<file path="config.mk">
export PLATFORM = sky130hd
export DESIGN_NAME = data_responder_flat
export DESIGN_NICKNAME = d
export VERILOG_FILES = /design/src/rtl/data_responder_if.sv /design/src/rtl/data_responder.sv /design/src/flat_wrapper.sv
export SDC_FILE = /design/constraint.sdc
export NUM_CORES = 1
export LEC_CHECK = 0
export ABC_CLOCK_PERIOD_IN_PS = 4650
export CAP_MARGIN = 20
export CORE_MARGIN = 5
export CORE_UTILIZATION = 55
export DETAILED_ROUTE_END_ITERATION = 7
export GPL_TIMING_DRIVEN = 0
export PLACE_DENSITY = 0.8
export SETUP_SLACK_MARGIN = 0.05
export SYNTH_ARGS = -nofsm -noshare
export SYNTH_HDL_FRONTEND = slang
export SYNTH_SLANG_ARGS = --single-unit
</file>
<file path="constraint.sdc">
create_clock -name clk -period 4.65 [get_ports clk]
set_input_delay 0.6975 -clock clk [delete_from_list [all_inputs] [get_ports clk]]
set_output_delay 0.6975 -clock clk [all_outputs]
set_load 0.01 [all_outputs]
</file>
<file path="src/rtl/data_responder_if.sv">
// Bus signals between an initiator and data_responder.
// Signal names keep the device-side _i/_o suffixes on both modports.
interface data_responder_if #(
    parameter int unsigned ADDR_W = 4,
    parameter int unsigned DATA_W = 8
) ();
    logic              data_cyc_i;
    logic              data_stb_i;
    logic              data_we_i;
    logic [ADDR_W-1:0] data_adr_i;
    logic [DATA_W-1:0] data_dat_i;
    logic [DATA_W-1:0] data_dat_o;
    logic              data_ack_o;

    modport master (
        output data_cyc_i, data_stb_i, data_we_i, data_adr_i, data_dat_i,
        input  data_dat_o, data_ack_o
    );

    modport slave (
        input  data_cyc_i, data_stb_i, data_we_i, data_adr_i, data_dat_i,
        output data_dat_o, data_ack_o
    );
endinterface

</file>
<file path="src/rtl/data_responder.sv">
// Single-port register-file responder with a fixed number of wait states before ack.
// Requests are latched in IDLE; writes commit at the end of the ACK cycle.
module data_responder #(
    parameter int unsigned ADDR_W      = 4,
    parameter int unsigned DATA_W      = 8,
    parameter int unsigned WAIT_CYCLES = 2
) (
    input  logic              clk,
    input  logic              rst,
    data_responder_if.slave   bus,
    output logic              busy_o
);
    localparam int unsigned Depth   = 2 ** ADDR_W;
    localparam logic [3:0]  CntInit = (WAIT_CYCLES > 0) ? 4'(WAIT_CYCLES - 1) : 4'd0;

    typedef enum logic [1:0] {StIdle, StWait, StAck} state_e;

    state_e            state_q, state_d;
    logic [3:0]        cnt_q, cnt_d;
    logic [ADDR_W-1:0] adr_q;
    logic              we_q;
    logic [DATA_W-1:0] wdat_q;
    logic [DATA_W-1:0] dat_q;
    logic [DATA_W-1:0] mem_q [Depth];

    logic              latch;
    logic              mem_we;
    logic              rd_load;
    logic [ADDR_W-1:0] rd_adr;

    always_comb begin
        state_d = state_q;
        cnt_d   = cnt_q;
        latch   = 1'b0;
        mem_we  = 1'b0;
        rd_load = 1'b0;
        unique case (state_q)
            StIdle: begin
                if (bus.data_cyc_i && bus.data_stb_i) begin
                    latch = 1'b1;
                    if (WAIT_CYCLES == 0) begin
                        state_d = StAck;
                        rd_load = !bus.data_we_i;
                    end else begin
                        state_d = StWait;
                        cnt_d   = CntInit;
                    end
                end
            end
            StWait: begin
                // Only cyc aborts; a dropped stb alone keeps the transfer alive.
                if (!bus.data_cyc_i) begin
                    state_d = StIdle;
                end else if (cnt_q == 4'd0) begin
                    state_d = StAck;
                    rd_load = !we_q;
                end else begin
                    cnt_d = cnt_q - 4'd1;
                end
            end
            StAck: begin
                state_d = StIdle;
                mem_we  = we_q;
            end
            default: state_d = StIdle;
        endcase
    end

    // In IDLE the request is not latched yet, so read straight from the bus.
    assign rd_adr = (state_q == StIdle) ? bus.data_adr_i : adr_q;

    always_ff @(posedge clk or posedge rst) begin
        if (rst) begin
            state_q <= StIdle;
            cnt_q   <= '0;
            adr_q   <= '0;
            we_q    <= 1'b0;
            wdat_q  <= '0;
            dat_q   <= '0;
        end else begin
            state_q <= state_d;
            cnt_q   <= cnt_d;
            if (latch) begin
                adr_q  <= bus.data_adr_i;
                we_q   <= bus.data_we_i;
                wdat_q <= bus.data_dat_i;
            end
            if (rd_load) begin
                dat_q <= mem_q[rd_adr];
            end
        end
    end

    always_ff @(posedge clk or posedge rst) begin
        if (rst) begin
            for (int i = 0; i < Depth; i++) begin
                mem_q[i] <= '0;
            end
        end else if (mem_we) begin
            mem_q[adr_q] <= wdat_q;
        end
    end

    assign bus.data_dat_o = dat_q;
    assign bus.data_ack_o = (state_q == StAck);
    assign busy_o         = (state_q != StIdle);

endmodule

</file>
<file path="src/flat_wrapper.sv">
// flat-port wrapper written by rule: the top's interface ports become plain ports
module data_responder_flat 
#(
    parameter int unsigned ADDR_W      = 4,
    parameter int unsigned DATA_W      = 8,
    parameter int unsigned WAIT_CYCLES = 2
)
  (clk, rst, busy_o, bus_data_cyc_i, bus_data_stb_i, bus_data_we_i, bus_data_adr_i, bus_data_dat_i, bus_data_dat_o, bus_data_ack_o);
  data_responder_if #(.ADDR_W(ADDR_W), .DATA_W(DATA_W)) bus_i ();
  input  logic clk;
  input  logic rst;
  output logic busy_o;
  input wire logic [$bits(bus_i.data_cyc_i)-1:0] bus_data_cyc_i;
  input wire logic [$bits(bus_i.data_stb_i)-1:0] bus_data_stb_i;
  input wire logic [$bits(bus_i.data_we_i)-1:0] bus_data_we_i;
  input wire logic [$bits(bus_i.data_adr_i)-1:0] bus_data_adr_i;
  input wire logic [$bits(bus_i.data_dat_i)-1:0] bus_data_dat_i;
  output wire logic [$bits(bus_i.data_dat_o)-1:0] bus_data_dat_o;
  output wire logic [$bits(bus_i.data_ack_o)-1:0] bus_data_ack_o;
  assign bus_i.data_cyc_i = bus_data_cyc_i;
  assign bus_i.data_stb_i = bus_data_stb_i;
  assign bus_i.data_we_i = bus_data_we_i;
  assign bus_i.data_adr_i = bus_data_adr_i;
  assign bus_i.data_dat_i = bus_data_dat_i;
  assign bus_data_dat_o = bus_i.data_dat_o;
  assign bus_data_ack_o = bus_i.data_ack_o;
  data_responder #(.ADDR_W(ADDR_W), .DATA_W(DATA_W), .WAIT_CYCLES(WAIT_CYCLES)) u_core (.clk(clk), .rst(rst), .bus(bus_i), .busy_o(busy_o));
endmodule
</file>
==> Word level (Yosys, flattened, before mapping) <==
Index checks and enable logic that the tools add are counted.
Widths: inputs -> output; s select.
{ "classes": {"bitwise_logic": 2, "reduce_logical": 9, "n_addsub": 1, "order_cmp": 3, "muxes": 21, "n_eq_ne": 6} }
{ "op_table": {"columns": ["operator", "n"], "rows": [
  ["$bwmux 128", 1],
  ["$bmux 8 s4", 1],
  ["$demux 8 s4", 1],
  ["$mux 8", 3],
  ["$mux 4", 4],
  ["$ge 5x5->1 const B", 2],
  ["$not 4->5", 2],
  ["$pmux 4 s2", 1],
  ["$mux 1", 6],
  ["$mux 2", 3],
  ["$lt 5x1->1 const B", 1],
  ["$logic_not 4->1", 1],
  ["$ne 2x2->1 const B", 2],
  ["$pmux 2 s2", 1],
  ["$reduce_and 4->1", 1],
  ["$reduce_bool 2->1", 2],
  ["$sub 4x1->4 const B", 1],
  ["$ne 3x2->1 const B", 1],
  ["$eq 2x1->1 const B", 1],
  ["$eq 2x2->1 const B", 1],
  ["$logic_and 1x1->1", 2],
  ["$logic_not 2->1", 1],
  ["$ne 2x1->1 const B", 1],
  ["$reduce_and 2->1", 1],
  ["$logic_not 1->1", 1]
]} }
{ "word_totals": {"regBits": 155, "out_inout_bits": 10} }

==> Logic depth before layout (Yosys ltp) <==
{ "depth": {"ltp_word": 6, "ltp_mapped": 9, "depth_no_buf": 7} }

==> Least setup slack after synthesis <==
OpenSTA, ideal clock, no wires.
{ "synth_path": {"kind": "input port to flip-flop", "startpoint": "input port bus_data_adr_i[3]", "endpoint": "register u_core.dat_q[3], in the netlist u_core.bus.data_dat_o[3]", "t_arrival_ps": 2042, "cell_stages": 7, "setup_ps": 77, "slack_ps": 2530, "path_buffers": 1, "path_cell_list": "clkbuf_1 > or4b_2 > o21ai_1 > nand2_1 > o22ai_1 > nor4_1 > a21oi_1"} }
{ "synth_via": {"elab_chain_len": 5} }
{ "synth_rtl": {"columns": ["item", "line", "rtl"], "rows": [
  ["from (decl)", "flat_wrapper.sv:16", "input wire logic [$bits(bus_i.data_adr_i)-1:0] bus_data_adr_i;"],
  ["$mux 4", "data_responder.sv:70", "assign rd_adr = (state_q == StIdle) ? bus.data_adr_i : adr_q;"],
  ["$not 4->5 (not written as such)", "data_responder.sv:89", "dat_q <= mem_q[rd_adr];"],
  ["$bmux 8 s4", "data_responder.sv:89", null],
  ["$mux 8 (not written as such) (2 in a row)", "data_responder.sv:89", null],
  ["to (signal assigned)", "data_responder.sv:89", null],
  ["to (decl)", "data_responder.sv:23", "logic [DATA_W-1:0] dat_q;"]
]} }
No other way between the ends. The select of a mux whose other input is x is not followed.
A chain may end at the register's enable or synchronous reset.

==> Final worst setup path <==
{ "layout_path": {"startpoint": "register u_core.state_q[0]", "endpoint": "register u_core.dat_q[5], in the netlist u_core.bus.data_dat_o[5]"} }
{ "layout_via": {"elab_chain_len": 6, "word_cells_on_any_way": 8, "classes_between": "eq/ne (1); mux (5); bitwise (1); reduce/logical (1)"} }
{ "layout_rtl": {"columns": ["item", "line", "rtl"], "rows": [
  ["from (decl)", "data_responder.sv:18", "state_e state_q, state_d;"],
  ["from (signal assigned)", "data_responder.sv:74", "state_q <= StIdle;"],
  ["from (signal assigned)", "data_responder.sv:81", "state_q <= state_d;"],
  ["$logic_not 2->1", "data_responder.sv:70", null],
  ["$mux 4", "data_responder.sv:70", null],
  ["$not 4->5 (not written as such)", "data_responder.sv:89", null],
  ["$bmux 8 s4", "data_responder.sv:89", null],
  ["$mux 8 (not written as such) (2 in a row)", "data_responder.sv:89", null]
]} }
Parallel ways exist; a longest one is shown, timed or not. The select of a mux whose other input is x is not followed.

==> out/results.txt <==
Die Y-Extent -> 124 um
Via count of the first global-routing pass -> 4916
Final Setup Violations -> 0
Initial cell density of the core -> 0.566
Area growth from synthesis to final layout -> 15.7%
Gate family responsible for the most delay along the worst path -> multiplexers
Wire length of the first global-routing pass -> 27400 um
Layout Nets -> 610
Sequential-to-total area share from yosys stat -> 0.538
First DRT Iteration DRCs -> 356
Worst reg2reg startpoint -> u_core.state_q[0]
Hold Path Cell Cnt -> 1
Critical Path Slowest Stage Cell -> mux2i_2
Clock period minus final worst setup slack -> 2.71 ns
Unique cell type count in the Yosys netlist -> 50
Clock transition at the registers of the reported paths -> 0.06 ns
Warning count from the yosys run -> 0
Share of final-layout standard cells stronger than drive strength 1 -> 0.336
Port Buf Inserts -> 26
Hold worst-path end -> u_core.mem_q[95]
Primary flip-flop cell chosen by synthesis mapping -> dfrtp_1
Largest area contributor in the synthesized netlist -> dfrtp_1
Average cell area after synthesis -> 13.3 um^2
Number of enable-type register cells in the synthesized netlist -> 0
Remaining routing DRC violations -> 0
Post-CTS Hold Fix Bufs -> 0
Antenna violations before repair -> 0
Routed length per placed instance -> 21.9 um
Worst Path Max Fanout -> 10
Maximum clock frequency -> 369 MHz
Top-count cell post-synth -> dfrtp_1
Crit path buf inv count -> 1
Cell chain of the critical path -> nor2_4 > mux2i_2 > buf_4 > mux2i_1 > o22ai_1 > nor4_1 > a21oi_1
Final worst slack -> 1.94 ns
Slew HR -> 0.382
Number of buffers on the longest clock path -> 2
Top cells by instance count after synthesis -> dfrtp_1 (155), mux2_2 (141), mux2i_1 (61)
Count of cells along the worst register-to-register path -> 7
Reg2reg setup slack -> 1.94 ns
Root Buffer Master -> clkbuf_16
Standard-cell rows -> 41
Final slew viol count -> 0
Area contributors post-synth -> dfrtp_1 (54%), mux2_2 (22%), mux2i_1 (8.5%)
Sum Neg Setup Slack -> 0 ns
DR vias/cell -> 6.00
Antenna Nets Post-Route -> 0
H-Tree Depth -> 4
Antenna cell count -> 0
Post-Route Skew -> 0.00437 ns
TritonCTS clock tree -> built
Global route overflow -> 0
Worst Hold Launch -> u_core.mem_q[95]
TritonRoute pass-1 iters -> 7
Maximum single-stage delay on the critical path -> 0.56 ns
Arr. time, crit path -> 2.99 ns
Result of the run -> finished, final reports clean
Via count of the routed design -> 4647
Post-synthesis sequential element count -> 155
Synth Instances -> 542
Number of sinks driven by the clock tree -> 155
Peak ir drop on the vdd network -> 0.291 mV
Routability congestion estimate from global placement -> 0.902
Leakage power of the design -> 3.96 nW
Ports -> 27
CTS Buf Count -> 17
Number of nets in the synthesized netlist -> 561
Worst min-delay path class -> flop to flop
Clock Latency Late Sink -> 0.42 ns
Global-route total usage across every layer -> 0.228
Largest net degree at the start of global routing -> 47
Post-route clock period utilization -> 0.583
X dimension of the die -> 124 um
Area of the die -> 15500 um^2
Transition time at the pin with the least slew margin -> 0.922 ns
CP Class -> flop to flop
Startpoint type of the worst setup path -> flop
Fraction of post-synthesis cell area in the top cell type by area -> 0.538
Post-Synthesis Cell Area -> 7210 um^2
Placed wire-length estimate -> 12000 um
Crit path capture type -> flop
Capturing point of the worst reg2reg path -> u_core.bus.data_dat_o[5]
Proportion of synthesized flip-flops having asynchronous set or reset -> 1.00
Number of gates given a new drive strength after cts -> 0
Core Area -> 12700 um^2
Max-Cap Viols -> 0
Area used by multi-input combinational logic -> 3180 um^2
Routed wire length -> 16900 um
Power density normalized to cell area -> 492 nW/um^2
Number of endpoints with negative hold slack in the final report -> 0
Setup slack at placement -> 1.56 ns
Setup Fix Bufs, Post-CTS -> 0
Unrepaired setup endpoints after global routing -> no
Critical path data required time -> 4.93 ns
Final-layout fill cell count -> 929
Flip-flop and latch area -> 3880 um^2
## sequential cells by signal, summed over array words and instances (netlist names)
signal	flops
u_core.adr_q	4
u_core.bus.data_dat_o	8
u_core.cnt_q	4
u_core.mem_q	128
u_core.state_q	2
u_core.wdat_q	8
u_core.we_q	1
## how the worst max path moves through the flow
stage | startpoint | endpoint | slack [ns] | depth (start not counted)
floorplan | rst | u_core.adr_q[0] | 1.99 | 1
global placement | rst | u_core.mem_q[99] | 0.87 | 2
detailed placement | bus_data_adr_i[1] | u_core.bus.data_dat_o[5] | 1.56 | 7
CTS | u_core.state_q[0] | u_core.bus.data_dat_o[5] | 2.01 | 7
global route | u_core.state_q[0] | u_core.bus.data_dat_o[4] | 1.85 | 7
finish | u_core.state_q[0] | u_core.bus.data_dat_o[5] | 1.94 | 7
## through the flow
stage	cells	power (mW)	hold slack (ns)	util	instance area (um^2)
6_report	774	4.10	0.494	0.655	8340
5_1_grt	774	4.27	0.514	0.655	8340
4_1_cts	774	4.10	0.496	0.655	8340
3_5_place_dp	744	2.74	0.474	0.610	7760
3_3_place_gp	740	2.69	0.468	0.604	7680
2_1_floorplan	542	2.38	0.457	-	7210
## placed cells by master, fill, tap and decap left out, types with 11 or more instances in the layout
cell	synthesis	layout
mux2i_1	61	61
dfrtp_1	155	155
nand2_1	22	22
nor2_1	15	15
a21oi_1	11	11
clkbuf_16	0	17
o22ai_1	23	23
mux2_2	141	141
clkbuf_1	14	17
clkdlybuf4s50_1	0	26
## power breakdown
group          switching, mW  internal (mW)  leakage [nW]
Sequential             0.180           1.55          2.11
Combinational          0.571          0.441          1.57
Clock                  0.515          0.846         0.282
## kinds of logic (layout without fill, tap and decap cells)
logic type	count (synthesis)	in the layout	share of synthesized area
mux	207	207	0.317
fa+ha+maj	2	2	0.00347
simple gates	88	88	0.0702
buf+inv	33	93	0.0210
xor+xnor	2	2	0.00243
compound gates	55	55	0.0479
flops	155	155	0.538
## layout make-up
| class | count | area share |
|---|---|---|
| buffer | 27 | 0.0155 |
| multi-input combinational | 354 | 0.381 |
| tap | 172 | 0.0258 |
| timing repair buffer | 30 | 0.0408 |
| clock buffer | 21 | 0.0540 |
| inverter | 6 | 0.00315 |
| sequential | 155 | 0.465 |
| clock inverter | 9 | 0.0147 |
## metal layers
layer / share of wire / track usage / vias up
li1: - / - / 2093
met1: 0.45 / 0.317 / 2381
met2: 0.48 / 0.352 / 140
met3: 0.048 / 0.0463 / 33
met4: 0.025 / 0.0903 / 0
met5: 0 / 0 / -
No activity file was read; power rests on OpenSTA's default activity.
